$ cat src/rtl/ifetch_pkg.sv
// Shared types and defaults for the instruction-fetch controller.
// The state enum, the sequential PC step and the reset PC live here so that later fetch blocks agree on them.
package ifetch_pkg;

  typedef enum logic [1:0] {
    S_REQ   = 2'd0,
    S_WAIT  = 2'd1,
    S_HOLD  = 2'd2,
    S_DRAIN = 2'd3
  } ifetch_state_e;

  localparam int unsigned DEF_PC_STEP  = 4;
  localparam logic [31:0] DEF_RESET_PC = 32'h0000_0000;

endpackage

$ cat src/rtl/ifetch_buf.sv
// One-entry instruction/PC holding register with a valid/ready output handshake.
// A flush drops the entry and has priority over a load in the same cycle.
module ifetch_buf #(
  parameter int unsigned DATA_W = 32,
  parameter int unsigned ADDR_W = 32
) (
  input  logic              clk,
  input  logic              rst_n,
  input  logic              load,
  input  logic [DATA_W-1:0] load_data,
  input  logic [ADDR_W-1:0] load_pc,
  input  logic              flush,
  output logic              out_valid,
  input  logic              out_ready,
  output logic [DATA_W-1:0] out_data,
  output logic [ADDR_W-1:0] out_pc,
  output logic              fire
);

  assign fire = out_valid && out_ready;

  always_ff @(posedge clk) begin
    if (!rst_n) begin
      out_valid <= 1'b0;
      out_data  <= '0;
      out_pc    <= '0;
    end else if (flush) begin
      out_valid <= 1'b0;
    end else if (load) begin
      out_valid <= 1'b1;
      out_data  <= load_data;
      out_pc    <= load_pc;
    end else if (fire) begin
      out_valid <= 1'b0;
    end
  end

endmodule

$ cat src/rtl/ifetch_ctrl.sv
// Fetch controller: issues one memory read per PC, buffers the instruction for decode,
// and steers next_pc (hold / pc+step / redirect) back into an enable-less PC register.
//
//   state   | meaning
//   --------+-----------------------------------------------------------
//   S_REQ   | request for the current pc offered to instruction memory
//   S_WAIT  | request accepted, waiting for its response
//   S_HOLD  | instruction buffered, waiting for decode to take it
//   S_DRAIN | redirected while waiting; discard the stale response
module ifetch_ctrl
  import ifetch_pkg::*;
#(
  parameter int unsigned       ADDR_W   = 32,
  parameter int unsigned       DATA_W   = 32,
  parameter int unsigned       PC_STEP  = DEF_PC_STEP,
  parameter logic [ADDR_W-1:0] RESET_PC = ADDR_W'(DEF_RESET_PC)
) (
  input  logic              clk,
  input  logic              rst_n,
  input  logic [ADDR_W-1:0] pc,
  output logic [ADDR_W-1:0] next_pc,
  output logic              imem_req_valid,
  input  logic              imem_req_ready,
  output logic [ADDR_W-1:0] imem_req_addr,
  input  logic              imem_rsp_valid,
  input  logic [DATA_W-1:0] imem_rsp_data,
  input  logic              redirect_valid,
  input  logic [ADDR_W-1:0] redirect_pc,
  output logic              inst_valid,
  input  logic              inst_ready,
  output logic [DATA_W-1:0] inst_data,
  output logic [ADDR_W-1:0] inst_pc
);

  ifetch_state_e state, state_nxt;
  logic          buf_load;
  logic          buf_fire;

  assign imem_req_addr = {pc[ADDR_W-1:2], 2'b00};

  always_ff @(posedge clk) begin
    if (!rst_n) begin
      state <= S_REQ;
    end else begin
      state <= state_nxt;
    end
  end

  always_comb begin
    state_nxt      = state;
    next_pc        = pc;
    imem_req_valid = 1'b0;
    buf_load       = 1'b0;

    unique case (state)
      S_REQ: begin
        // A redirect suppresses the request so no read goes out for a stale pc.
        if (redirect_valid) begin
          next_pc = redirect_pc;
        end else begin
          imem_req_valid = 1'b1;
          if (imem_req_ready) begin
            state_nxt = S_WAIT;
          end
        end
      end
      S_WAIT: begin
        if (redirect_valid) begin
          next_pc   = redirect_pc;
          state_nxt = imem_rsp_valid ? S_REQ : S_DRAIN;
        end else if (imem_rsp_valid) begin
          buf_load  = 1'b1;
          state_nxt = S_HOLD;
        end
      end
      S_DRAIN: begin
        if (redirect_valid) begin
          next_pc = redirect_pc;
        end
        if (imem_rsp_valid) begin
          state_nxt = S_REQ;
        end
      end
      S_HOLD: begin
        if (redirect_valid) begin
          next_pc   = redirect_pc;
          state_nxt = S_REQ;
        end else if (buf_fire) begin
          next_pc   = pc + ADDR_W'(PC_STEP);
          state_nxt = S_REQ;
        end
      end
      default: begin
        state_nxt = S_REQ;
      end
    endcase

    if (!rst_n) begin
      imem_req_valid = 1'b0;
      next_pc        = RESET_PC;
    end
  end

  // The entry is only ever valid in S_HOLD, so a redirect can flush it unconditionally.
  ifetch_buf #(
    .DATA_W (DATA_W),
    .ADDR_W (ADDR_W)
  ) u_buf (
    .clk       (clk),
    .rst_n     (rst_n),
    .load      (buf_load),
    .load_data (imem_rsp_data),
    .load_pc   (pc),
    .flush     (redirect_valid),
    .out_valid (inst_valid),
    .out_ready (inst_ready),
    .out_data  (inst_data),
    .out_pc    (inst_pc),
    .fire      (buf_fire)
  );

endmodule

$ cat config.mk
export PLATFORM = sky130hd
export DESIGN_NAME = ifetch_ctrl
export DESIGN_NICKNAME = d
export VERILOG_FILES = /design/src/rtl/ifetch_pkg.sv /design/src/rtl/ifetch_buf.sv /design/src/rtl/ifetch_ctrl.sv
export SDC_FILE = /design/constraint.sdc
export NUM_CORES = 1
export LEC_CHECK = 0
export CORE_MARGIN = 1
export CORE_UTILIZATION = 40
export CTS_CLUSTER_DIAMETER = 200
export CTS_CLUSTER_SIZE = 25
export DETAILED_ROUTE_END_ITERATION = 10
export PLACE_DENSITY = 0.9
export SLEW_MARGIN = 0
export SYNTH_ARGS = -nofsm -noshare
export SYNTH_HDL_FRONTEND = slang
export SYNTH_HIERARCHICAL = 1
export SYNTH_SLANG_ARGS = --single-unit
$ cat constraint.sdc
create_clock -name clk -period 2.51 [get_ports clk]
set_input_delay 0.502 -clock clk [delete_from_list [all_inputs] [get_ports clk]]
set_output_delay 0.502 -clock clk [all_outputs]
set_load 0.005 [all_outputs]
==> flow_summary_export.csv, run 1 <==
group,metric,value,unit
setup_path,critPathMaxFanout,6,
final_layout,nets,935,
final_layout,area_growth,77.2,%
floorplanning,die_area,11200,sq um
setup_path,crit_type,"in -> out",
setup_path,cp-start-kind,"input pin",
sta,fin_worst_skew,0.00762,ns
floorplanning,fp.dieH,106,um
clock_network,htree_levels,3,
run,drv_cap,0,
final_layout,drive_gt1_frac,0.278,
grt,grt_max_degree,74,
sta,post-route-period-util,1.10,
synthesis,synth_edf_count,0,
placement,dp_hpwl,12.3,mm
sta,fin_crit,2.76,ns
synthesis,ys_seq_area_frac,0.311,
drt,drtIter0Drc,304,
drt,ant_nets,0,
synthesis,synth_top_family_by_area,"simple AND/OR/NAND/NOR gates",
placement,port_buffers,229,
sta,fmax,363,MHz
drt,dr.pass1.iters,5,
power,p_clk_frac,0.392,
synthesis,synth_top_flop_cell,"dfxtp_1",
sta,drv_slew,0,
status,status,"complete, but fails checks",
synthesis,yosys_warnings,6,
placement,post-place-ws,-0.999,ns
floorplanning,core,10400,sq um
synthesis,synthMuxAreaShare,0.163,
synthesis,synth_top_cell_by_area,"dfxtp_1",
synthesis,netlist_area,4320,sq um
setup_path,crit_slowest_cell,"or3_4",
drt,wl_per_cell,18.2,um
placement,dpl-instance-area,6970,sq um
sta,setup_tns,-2.06,ns
synthesis,synth_compound_area_frac,0.109,
clock_network,clock-root-buffer,"clkbuf_8",
grt,antenna_found_initial,2,
sta,maxSlewHeadroom,0.562,
sta,finalHoldViolations,0,
setup_path,arrival,2.25,ns
grt,grt_overflow,0,
clock_network,cts_buffer_depth,2,
power,netSwitchingPower,755,uW
status,violations,"setup timing",
power,p_per_area,375,nW/um^2
setup_path,endpoint_kind,"output pin",
clock_network,clk_pin_slew,0.08,ns
sta,finalSetupViolations,17,
power,swShare,0.263,
drt,viasPerCell,5.48,
synthesis,async_flop_share,0,
clock_network,numCtsBuffers,9,
drt,detailroute.via_count,5344,
sta,final.setup.worst_slack,-0.246,ns
grt,grt_pass1_vias,5277,
power,leakage,3.12,nW
floorplanning,die_x,106,um
synthesis,synth.avg_cell_area,8.13,sq um
power,ir_drop,0.369,mV
grt,grt_pass1_wl,26.6,mm
final_layout,design_area,7650,sq um
drt,drt_wl_total,17.8,mm
drt,drc,0,
final_layout,mostFrequentLayoutCell,"clkdlybuf4s50_1",
setup_path,path_cells,"clkdlybuf4s15_2 -> nand3_2 -> or3_4 -> buf_6 -> buf_4 -> nor4_1 -> o311a_1 -> buf_2",
floorplanning,fp-row-count,37,
grt,grt_util_all_layers,0.303,
synthesis,synth_area_leaders,"dfxtp_1, mux2i_1, nand2_1",
power,report.power.total,2.87,mW
synthesis,synth_cells,531,
synthesis,yosysTopAreaCellShare,0.311,
sta,worst_hold_slack,0.460,ns
power,internal_power,2.11,mW
synthesis,ys_ff_latch,67,
placement,dp_cells,925,
power,seqPwrFrac,0.377,
power,comb_power_share,0.231,
clock_network,tritoncts,"yes",
clock_network,clock-sinks,67,
setup_path,slowest_delay,0.45,ns
floorplanning,start_util,0.414,
synthesis,yosys.area_share.adder,0.00290,
sta,worst_pin_slew,0.658,ns
placement,gp_congestion,0.901,
sta,rsz0062_at_grt,"yes",
synthesis,synth_cell_types,52,
final_layout,final_cell_mix,"clkdlybuf4s50_1, nand2_1, buf_4, mux2i_1, dfxtp_1",
clock_network,worstSkewPairLatency,0.34,ns
setup_path,crit_required,2.01,ns
floorplanning,ios,232,
synthesis,synth-xor-area-share,0.0183,
final_layout,final_cells,975,
worst_hold_path,min-delay-path-class,"reg -> reg",
synthesis,synthSimpleGateAreaFrac,0.260,
final_layout,finish.utilization,0.734,
critical path: cells and delay by family:
kind                   cells  cell delay [ns]
AO/OA/AOI/OAI              1             0.22
buffers and inverters      4             0.63
AND/OR/NAND/NOR            3             0.90
path summary, 6_finish.rpt:
| kind | start | end | slack [ns] | cells after the start |
|---|---|---|---|---|
| min | u_buf/out_data[3] | u_buf/out_data[3] | 0.46 | 2 |
| max | pc[16] | next_pc[17] | -0.25 | 8 |
| min reg2reg | u_buf/out_data[3] | u_buf/out_data[3] | 0.46 | 2 |
| max reg2reg | state[1] | u_buf/out_pc[27] | 0.78 | 6 |
cell type report:
class / instances / area (sq um)
Multi-Input combinational cell: 390 / 2650
Clock inverter: 7 / 125
Sequential cell: 67 / 1350
Tap cell: 136 / 170
Antenna cell: 2 / 5.00
Clock buffer: 9 / 124
Timing Repair Buffer: 356 / 3200
Fill cell: 736 / 2770
Inverter: 8 / 30.0
registers in the layout (all words and copies together), names as in the netlist:
name and flops:
u_buf/out_valid 1, u_buf/out_data 32, u_buf/out_pc 32, state 2
power groups by stage:
stage	logic [mW]	registers [mW]	clock network (mW)
final	0.662	1.08	1.13
after global routing	0.702	1.08	1.20
after CTS	0.643	1.08	1.14
after detailed placement	0.646	1.10	0
after global placement	0.633	1.10	0
after floorplan	0.233	1.10	0
routing by layer:
metal  track usage  share of wire  up-vias
met1         0.333           0.36     2500
met2         0.535           0.50      350
met5             0              0        -
li1              -              -     2434
met4         0.135          0.037        0
met3        0.0909          0.097       60
cells in the mapped netlist, drive strengths merged (3+ instances only):
cell type,instances
and4,5
nor2b,4
o21ai,25
or4,9
mux2i,69
or2,3
a311oi,3
xnor2,9
and2,3
nand3,8
and3,8
or3,4
a31oi,12
nand4,12
nand2,144
nor4,10
a211oi,3
o211a,3
inv,6
dfxtp,67
clkbuf,11
o31ai,8
buf,57
nor2,14
a21oi,8
nor3,4
logic make-up (layout without fill, tap and decap cells):
kind of cell / count (synthesis) / count (layout)
buffers and inverters: 76 / 380
and+or+nand+nor: 235 / 236
AOI/OAI and AO/OA: 72 / 72
muxes: 70 / 70
other: 1 / 4
xor gates and xnor gates: 9 / 9
DFF: 67 / 67
adders and majority gates: 1 / 1
what timing repair did:
action,CTS,global route
gates cloned,1,0
hold buffers,0,0
setup buffers,24,8
setup endpoints to repair,31,28
pin swaps,40,31
resized for setup,228,39
Note: power is estimated with default switching activity, not from simulation.
==> run 2, diff against run 1 <==
--- a/config.mk
+++ b/config.mk
@@ -7,7 +7,6 @@
 export LEC_CHECK = 0
 export CORE_MARGIN = 1
 export CORE_UTILIZATION = 40
-export CTS_CLUSTER_DIAMETER = 200
 export CTS_CLUSTER_SIZE = 25
 export DETAILED_ROUTE_END_ITERATION = 10
 export PLACE_DENSITY = 0.9
==> results of run 2 <==
Final layout, timing and power as in run 1 (identical DEF).
